File: src/rtl/alu_pkg.sv
// Shared opcode and sequencer state encodings for the 16-bit ALU datapath.
package alu_pkg;

    localparam int DEF_WIDTH = 16;

    localparam logic [2:0] OP_ADD = 3'b000;
    localparam logic [2:0] OP_SUB = 3'b001;
    localparam logic [2:0] OP_SHL = 3'b010;
    localparam logic [2:0] OP_SHR = 3'b011;
    localparam logic [2:0] OP_AND = 3'b100;
    localparam logic [2:0] OP_OR  = 3'b101;
    localparam logic [2:0] OP_XOR = 3'b110;
    localparam logic [2:0] OP_NOT = 3'b111;

    localparam logic [1:0] ST_IDLE  = 2'd0;
    localparam logic [1:0] ST_EXEC  = 2'd1;
    localparam logic [1:0] ST_RESP  = 2'd2;
    localparam logic [1:0] ST_ERROR = 2'd3;

endpackage

File: src/rtl/alu_acc_sequencer.sv
// Command front-end and accumulator around an external combinational ALU.
// Latency: result valid 2 cycles after command accept; one command in flight.
// Backpressure: result held stable until res_ready; cmd_ready low until then.
module alu_acc_sequencer
    import alu_pkg::*;
#(
    parameter int WIDTH = DEF_WIDTH,
    parameter int CNT_W = 8
) (
    input  logic             clk,
    input  logic             reset_n,
    input  logic             cmd_valid,
    output logic             cmd_ready,
    input  logic [2:0]       cmd_op,
    input  logic [WIDTH-1:0] cmd_x,
    input  logic [WIDTH-1:0] cmd_y,
    input  logic             cmd_use_acc,
    input  logic             acc_clr,
    input  logic             err_clr,
    output logic [WIDTH-1:0] alu_x,
    output logic [WIDTH-1:0] alu_y,
    output logic [2:0]       alu_op,
    input  logic [WIDTH:0]   alu_out,
    input  logic             alu_err,
    output logic             res_valid,
    input  logic             res_ready,
    output logic [WIDTH:0]   res_data,
    output logic             res_err,
    output logic [WIDTH:0]   acc,
    output logic             err_state,
    output logic [CNT_W-1:0] op_count
);

    logic [1:0] state;

    assign cmd_ready = (state == ST_IDLE);
    assign res_valid = (state == ST_RESP);
    assign err_state = (state == ST_ERROR);

    always_ff @(posedge clk or negedge reset_n) begin
        if (!reset_n) begin
            state    <= ST_IDLE;
            alu_x    <= '0;
            alu_y    <= '0;
            alu_op   <= '0;
            res_data <= '0;
            res_err  <= 1'b0;
            acc      <= '0;
            op_count <= '0;
        end else begin
            case (state)
                ST_IDLE: begin
                    if (acc_clr) begin
                        acc <= '0;
                    end
                    if (cmd_valid) begin
                        // A coincident clear wins, so an accumulator-sourced x sees zero.
                        if (cmd_use_acc) begin
                            alu_x <= acc_clr ? '0 : acc[WIDTH-1:0];
                        end else begin
                            alu_x <= cmd_x;
                        end
                        alu_y  <= cmd_y;
                        alu_op <= cmd_op;
                        state  <= ST_EXEC;
                    end
                end
                ST_EXEC: begin
                    res_data <= alu_out;
                    res_err  <= alu_err;
                    if (!alu_err) begin
                        acc <= alu_out;
                        if (op_count != {CNT_W{1'b1}}) begin
                            op_count <= op_count + 1'b1;
                        end
                    end
                    state <= ST_RESP;
                end
                ST_RESP: begin
                    if (res_ready) begin
                        state <= res_err ? ST_ERROR : ST_IDLE;
                    end
                end
                default: begin
                    if (err_clr) begin
                        acc   <= '0;
                        state <= ST_IDLE;
                    end
                end
            endcase
        end
    end

endmodule

File: config.mk
export PLATFORM = sky130hd
export DESIGN_NAME = alu_acc_sequencer
export DESIGN_NICKNAME = d
export VERILOG_FILES = /design/src/rtl/alu_pkg.sv /design/src/rtl/alu_acc_sequencer.sv
export SDC_FILE = /design/constraint.sdc
export NUM_CORES = 1
export LEC_CHECK = 0
export CAP_MARGIN = 20
export CELL_PAD_IN_SITES_DETAIL_PLACEMENT = 0
export CELL_PAD_IN_SITES_GLOBAL_PLACEMENT = 1
export CORE_MARGIN = 2
export CORE_UTILIZATION = 30
export CTS_BUF_LIST = sky130_fd_sc_hd__clkbuf_2 sky130_fd_sc_hd__clkbuf_4 sky130_fd_sc_hd__clkbuf_8
export DETAILED_ROUTE_END_ITERATION = 10
export PLACE_DENSITY = 0.75
export RECOVER_POWER = 25
export SYNTH_ARGS = -nofsm -noshare
export SYNTH_HDL_FRONTEND = slang
export SYNTH_SLANG_ARGS = --single-unit
File: constraint.sdc
create_clock -name clk -period 1.83 [get_ports clk]
set_input_delay 0.366 -clock clk [delete_from_list [all_inputs] [get_ports clk]]
set_output_delay 0.366 -clock clk [all_outputs]
set_load 0.02 [all_outputs]
* After elaboration in Yosys (flattened, before gate mapping)
Cells that the tools add are included.
** Storage, ports and cells
- Register bits after elaboration :: 80
- Input port bits :: 60
- Output and inout bits :: 81
- Word-level logic and storage cells :: 37
** Operators by class
- Add/subtract/negate cells :: 1
- Equal/unequal tests :: 8
- Mux-type cells :: 11
- Bitwise gates (word level) :: 2
- Reduce and logical (&&, ||, !) cells :: 7
** Operators with widths (count)
- 17-bit two-way mux :: 3
- 17-bit case mux with 3 select lines :: 1
- 16-bit two-way mux :: 2
- 8-bit by 1-bit adder with 8-bit output, second input constant :: 1
- 2-bit two-way mux :: 4
- 8-bit != test, second input constant :: 1
- 2-bit case mux with 3 select lines :: 1
- 3-bit AND reduction :: 2
- 2-bit == test, second input constant :: 2
- 2-bit by 1-bit != test with 1-bit output, second input constant :: 2
- 2-bit != test, second input constant :: 2
- 4-bit AND reduction :: 1
- 4-bit nonzero test :: 1
- 3-bit nonzero test :: 1
- 2-bit by 1-bit == test with 1-bit output, second input constant :: 1
- 2-bit zero test :: 1
- 1-bit inverter :: 2
- 2-bit AND reduction :: 1

* Depth between registers and ports, before layout
Gate-level depths: netlist of run 1.
- Word-level depth :: 3
- Mapped depth :: 6
- Mapped depth without buffers :: 5

* Least setup slack after synthesis of run 1
Ideal clock, no wire load.
- Kind :: flip-flop to flip-flop
- Start point :: register state[0]
- End point :: register acc[14]
- Setup time :: 79 ps
- Arrival time :: 2009 ps
- Data required time :: 1751 ps
- Slack :: -258 ps
- Cell stages (with the launch flop) :: 7
- Buffers on the path :: 1
- Period minus slack after synthesis :: 2088 ps
- Cell sequence :: dfrtp_1 inv_1 ha_1 nor3_1 a2111oi_4 buf_6 mux2i_1
** On the way
- Cells in the longest elaborated chain, start to end :: 3
- Elaborated cells on any way between the ends :: 9
- Classes of those cells :: 4 x eq/ne; 1 x mux; 1 x bitwise; 3 x reduce/logical
** RTL lines
- from (decl) :: line alu_acc_sequencer.sv:34 : logic [1:0] state;
- from (signal assigned) :: line alu_acc_sequencer.sv:81 : state <= res_err ? ST_ERROR : ST_IDLE;
- 2-bit zero test *
- net cmd_ready :: line alu_acc_sequencer.sv:13 : output logic cmd_ready,
- 2-bit by 1-bit != test with 1-bit output (no line) / 3-bit nonzero test (equally long branches)
- 4-bit AND reduction (no line)
- to (signal assigned) :: line alu_acc_sequencer.sv:72 : acc <= alu_out;
- to (decl) :: line alu_acc_sequencer.sv:29 : output logic [WIDTH:0] acc,
Mark *: on every way through the listed nets, which the timed path passes. The rest lies on a longest branch.
A chain may end at the register's enable or synchronous reset.

* Worst setup path in the final report of run 1
- Start point :: register state[0]
- End point :: register acc[6]
** On the way
- Cells in the longest elaborated chain, start to end :: 3
- Elaborated cells on any way between the ends :: 9
- Classes of those cells :: 4 x eq/ne; 1 x mux; 1 x bitwise; 3 x reduce/logical
** RTL lines
- 2-bit by 1-bit == test with 1-bit output, or another cell as far along :: line alu_acc_sequencer.sv:51 : case (state)
- 2-bit != test (no line), or another cell as far along
- 4-bit AND reduction (no line)
Several ways; a longest one is shown, not always the timed one.

==> results of run 1 <==
final timing paths:
check / startpoint / end / slack (ns) / depth (start not counted)
setup / recovery: state[0] / acc[6] / 0.05 / 7
max in group asynchronous: reset_n / res_err / 0.35 / 3
setup reg to reg: state[0] / acc[6] / 0.05 / 7
hold / removal: alu_x[13] / alu_x[13] / 0.49 / 2
hold reg to reg: alu_x[13] / alu_x[13] / 0.49 / 2
min in group asynchronous: reset_n / alu_op[1] / 0.66 / 2
sequential cells by signal (all words and copies together), names as in the netlist:
signal,count
alu_x,16
alu_y,16
alu_op,3
op_count,8
res_err,1
res_data,17
acc,17
state,2
through the flow:
step                cell area, µm²  TNS, ns  setup WS, ns  utilization (%)  power [µW]
detailed placement            5150   -0.242       -0.0422             45.5        8080
global route                  5480   -0.276       -0.0305             48.4       10400
finish                        5480        0        0.0545             48.4        9730
global placement              5150   -0.139       -0.0106             45.5        7980
CTS                           5380        0      0.000461             47.5        9550
floorplan                     3490   -0.496       -0.0497                -        5680
metal layers:
| layer | global-route usage (%) | part of all wire (%) | wire [µm] |
|---|---|---|---|
| met2 | 23.8 | 47 | 4360 |
| met3 | 3.70 | 4.9 | 458 |
| met4 | 5.68 | 1.8 | 163 |
| met5 | 0 | 0 | 0 |
| met1 | 20.4 | 46 | 4320 |
placed cells by master, fill, tap and decap left out, types with 2 or more instances in the layout:
cell and n:
mux2_2 24, clkbuf_16 2, buf_4 13, nand2_1 34, ha_1 4, dlygate4sd2_1 3, dlymetal6s2s_1 5, nor2b_1 20
o21ai_0 35, a31oi_1 3, mux2i_1 17, nand3_1 2, clkbuf_2 2, clkinvlp_4 2, inv_1 37, dfrtp_1 80
buf_6 3, bufinv_16 2, nor3_1 2, clkdlybuf4s50_1 129, inv_2 2, buf_12 2, clkbuf_8 10, xnor2_1 3
ha_4 2, nand4_1 2, a21oi_1 19
cell type report:
class	instances	area (µm²)	share of cell area (%)
well taps	143	179	3.26
inverters	39	146	2.67
clock inverters	5	80.1	1.46
multi-input cells	183	1300	23.7
flip-flops and latches	80	2000	36.5
clock buffers	11	145	2.65
repair buffers	161	1630	29.8
cells by family after synthesis:
kind of cell / after synthesis
xor gates and xnor gates: 3
AOI/OAI and AO/OA: 61
adders and majority gates: 7
buffers and inverters: 52
muxes: 41
DFF: 80
and+or+nand+nor: 71
what timing repair did:
item,CTS,global route
setup endpoints to repair,5,25
gates resized for setup,5,12
buffers inserted,0,5
pin swaps,0,1
hold endpoints to repair,31,0
hold buffers,1,0
gates cloned,0,2
power by group through the flow:
stage	Clock (µW)	Sequential (µW)	Combinational, µW
2_1_floorplan	0	4030	1650
3_3_place_gp	0	3160	4820
3_5_place_dp	0	3190	4890
4_1_cts	1520	3160	4870
5_1_grt	1600	3260	5490
6_report	1480	3140	5110
worst max-delay path: cells and delay by family (launching register included):
family / cells / cell delay [ns]
AO/OA/AOI/OAI: 1 / 0.33
adder cells (fa/ha/maj): 1 / 0.16
buffers and inverters: 3 / 0.48
flip-flops: 1 / 0.41
multiplexers: 1 / 0.18
AND/OR/NAND/NOR: 1 / 0.14
==> results.yml, run 1 <==
timing:
  rsz0062_at_grt: "true"
  period_share_pct: 97.0
  clock.fmax_mhz: 563
  fin_crit_ns: 1.78
  slew_violations: 0
  setup_viol: 0
  tightest_slew_ns: 0.870
  slew_headroom_pct: 42.0
  hold_violations: 0
  fin_skew_ns: 0.00606
  fin_hold_ws_ns: 0.485
clocking:
  h-tree-depth: 3
  clockRootBuffer: "clkbuf_8"
  cts_made_buffers: 9
  cts_buffer_depth: 2
  numClockSinks: 80
  clk_pin_slew_worst_paths_ns: 0.08
  cts_tree: "done"
  clkLatencyLatePin_ns: 0.35
synth:
  synth_top_area_share_pct: 57.8
  synth-simple-area-share_pct: 10.4
  ys_ff_latch: 80
  muxShareOfSynthArea_pct: 12.7
  synth_compound_gate_area_share_pct: 9.91
  yosysSeqAreaShare_pct: 57.8
  synth_fa_ha_area_share_pct: 2.53
  synth_edf_count: 0
  ys.flop_type: "dfrtp_1"
  synth.area.top_cells: "dfrtp_1 (58%), mux2_2 (7.8%), o21ai_0 (5.1%)"
  synth_area_leader_cell: "dfrtp_1"
  synth_most_common_cell: "dfrtp_1"
  synth_top_family_by_area: "multiplexers"
  synth.distinct_cells: 30
  synthCells: 315
  ys_async_sr_fraction_pct: 100
  synth.avg_cell_area_um2: 11.0
  syn_nets: 382
  synth_xor_area_share_pct: 0.759
  yosys_warnings: 0
  synth_common_cells: "dfrtp_1 (80), inv_1 (39), nand2_1 (35), o21ai_0 (35), mux2_2 (24)"
  syn-cell-area_um2: 3460
placed_design:
  port_buffers: 140
  place_inst: 598
  hpwlAfterDp_um: 6810
  routabilityCongestion: 0.766
setup_path:
  cp_common_cell: "buf_6"
  slowest_delay_ns: 0.41
  path_class: "flop to flop"
  arrival_ns: 2.05
  endpoint_kind: "flop"
  critPathSlowestCell: "dfrtp_1"
  worstPathMaxFanout: 8
  cp.required_ns: 2.11
  crit_chain: "buf_6 -> ha_4 -> and2_4 -> a2111oi_4 -> buf_6 -> clkbuf_16 -> mux2i_1"
  crit_path_start_kind: "flop"
global_route:
  antenna_found_initial: 0
  overflow: 0
  grt_start_max_net_pins: 52
  grt_pass1_wl_um: 14900
  grt_pass1_vias: 2858
  grt_use_total_pct: 15.1
floorplan:
  die_area_um2: 12400
  num_rows: 39
  io_pins: 141
  die_h_um: 111
  die_w_um: 111
  floorplan.initialDensity_pct: 30.6
  coreArea_um2: 11300
hold_path:
  worstHoldPathType: "flop to flop"
route:
  drcViolationCount: 0
  vias_per_cell: 4.51
  initialDrtViolationCount: 104
  vias: 2804
  post_drt_wl_per_cell_um: 15.0
  routed_wl_um: 9310
  antenna_left: 0
  drt-pass1-iter-count: 4
power_and_ir_drop:
  combPwrFrac_pct: 52.5
  clkPwrFrac_pct: 15.2
  powerDensity_nw_per_um2: 1770
  p_sw_uw: 3740
  p_int_uw: 5990
  switching_share_pct: 38.5
  power_leakage_uw: 0.00246
  p_seq_share_pct: 32.3
  ir_drop_v: 0.000788
layout:
  drive_gt1_share_pct: 14.8
  final-instance-count-excl-fill: 622
  nFillCells: 1115
  area.growth.synth_to_final_pct: 58.5
  nets: 541
  antennaDiodeCount: 0
status:
  status: "completed"
flow_run:
  max-cap-violations: 0
No activity file was read; power rests on OpenSTA's default activity.
==> run 2, diff against run 1 <==
Settings changed: CAP_MARGIN 20 to 40, GPL_TIMING_DRIVEN from default to 0.
==> run 2 against run 1 <==
Effect of this change:
- sequential cell count is the same
- utilization decreased by 0.88 points
- count of clock-buffer cells in the layout unchanged
- sequential share of layout area grew 0.73 points
- first-iteration DRC count decreased by 14%
- total power down 3.6%
- global-route usage is 0.30 points higher
==> results.yml, run 2 (synthesized netlist as in run 1, its figures left out) <==
power_and_ir_drop:
  powerDensity_nw_per_um2: 1740
  clkPwrFrac_pct: 14.0
  ir_drop_v: 0.000712
  p_int_uw: 5690
  power.total_uw: 9380
  combPwrFrac_pct: 52.3
  switching_share_pct: 39.4
  p_sw_uw: 3690
  power_leakage_uw: 0.00233
  p_seq_share_pct: 33.7
timing:
  fin_crit_ns: 1.77
  slew_violations: 0
  setup_viol: 0
  clock.fmax_mhz: 565
  hold_violations: 0
  slew_headroom_pct: 39.9
  setup_slack_ns: 0.0592
  fin_hold_ws_ns: 0.482
  period_share_pct: 96.8
  tightest_slew_ns: 0.901
  fin_skew_ns: 0.00897
hold_path:
  worstHoldPathType: "flop to flop"
floorplan:
  die_w_um: 111
  die_h_um: 111
  coreArea_um2: 11300
  die_area_um2: 12400
  floorplan.initialDensity_pct: 30.6
  io_pins: 141
  num_rows: 39
placed_design:
  dpl_worst_slack_ns: -0.521
  hpwlAfterDp_um: 7160
  port_buffers: 140
  routabilityCongestion: 0.797
  place_inst: 599
layout:
  area.growth.synth_to_final_pct: 55.6
  nets: 540
  final-instance-count-excl-fill: 621
  final_common_cell: "clkdlybuf4s50_1"
  final_core_util_pct: 47.6
  reg_top3: "acc x17, res_data x17"
  layout_common_cells: "clkdlybuf4s50_1 (134), dfrtp_1 (78), inv_1 (37), nand2_1 (34), o21ai_0 (34)"
  drive_gt1_share_pct: 13.8
  antennaDiodeCount: 0
status:
  status: "completed"
global_route:
  grt_pass1_vias: 2906
  overflow: 0
  antenna_found_initial: 0
  grt_start_max_net_pins: 48
  grt_pass1_wl_um: 15100
  grt_use_total_pct: 15.4
clocking:
  cts_made_buffers: 9
  numClockSinks: 80
  cts_buffer_depth: 2
  clockRootBuffer: "clkbuf_8"
  clkLatencyLatePin_ns: 0.34
  h-tree-depth: 3
  clk_pin_slew_worst_paths_ns: 0.08
  cts_tree: "done"
setup_path:
  endpoint_kind: "output pin"
  crit_chain: "clkdlybuf4s50_1"
  critPathSlowestCell: "clkdlybuf4s50_1"
  slowest_delay_ns: 0.63
  arrival_ns: 1.40
  path_class: "flop to output pin"
  crit_path_start_kind: "flop"
  worstPathMaxFanout: 6
  critical_path_buf_inv_count: 1
  cp.required_ns: 1.46
  crit_family: "buffers and inverters"
route:
  vias_per_cell: 4.58
  drcViolationCount: 0
  antenna_left: 0
  vias: 2843
  drt-pass1-iter-count: 4
  routed_wl_um: 9480
  post_drt_wl_per_cell_um: 15.3
  initialDrtViolationCount: 89
flow_run:
  max-cap-violations: 0
==> run 2: changes by cell type in the layout (fill, tap and decap cells not counted), sizes merged <==
cell	previous run	this run
dlymetal6s2s	5	1
clkinvlp	2	1
clkbuf	15	22
bufinv	2	1
buf	18	10
clkdlybuf4s50	129	134
clkinv	1	3
clkdlybuf4s15	1	0
==> run 2: layout make-up <==
class                   count  area (µm²)
fillers                  1093        5940
flip-flops and latches     80        2000
repair buffers            147        1470
multi-input cells         183        1310
well taps                 143         179
inverters                  39         151
clock buffers              11         145
plain buffers              13        77.6
clock inverters             5        56.3
==> run 2: final timing paths <==
kind,slack [ns],depth (start not counted),startpoint,to
min in group asynchronous,0.70,2,reset_n,alu_y[1]
max reg2reg,0.07,6,state[1],op_count[7]
min,0.48,2,alu_x[11],alu_x[11]
max in group asynchronous,0.37,3,reset_n,state[1]
max,0.06,1,op_count[4],op_count[4]
min reg2reg,0.48,2,alu_x[11],alu_x[11]
==> run 2: metrics by stage <==
step                instance area (µm²)  TNS (ns)
detailed placement                 5100    -16.20
floorplan                          3490    -0.496
global route                       5380  -0.00955
global placement                   5070   -216.12
CTS                                5360         0
finish                             5380         0
==> run 2: timing repair <==
action / CTS / global route
cloned: 0 / 0
resized for setup: 18 / 7
endpoints found under the hold margin: 33 / 0
setup buffers: 2 / 3
pin swaps: 1 / 2
endpoints found under the setup margin: 62 / 27
hold buffers: 1 / 0
==> run 2: power by group through the flow <==
stage | Sequential (µW) | Clock (µW) | Combinational [µW]
final | 3160 | 1310 | 4900
after global routing | 3280 | 1450 | 5270
after CTS | 3170 | 1360 | 4910
after detailed placement | 3190 | 0 | 4830
after global placement | 3160 | 0 | 4770
after floorplan | 4030 | 0 | 1650
==> run 2: routing by layer <==
layer | wire [µm] | GRT usage (%)
met5 | 0 | 0
met2 | 4650 | 25.7
met3 | 487 | 3.81
met4 | 150 | 4.53
met1 | 4190 | 20.0
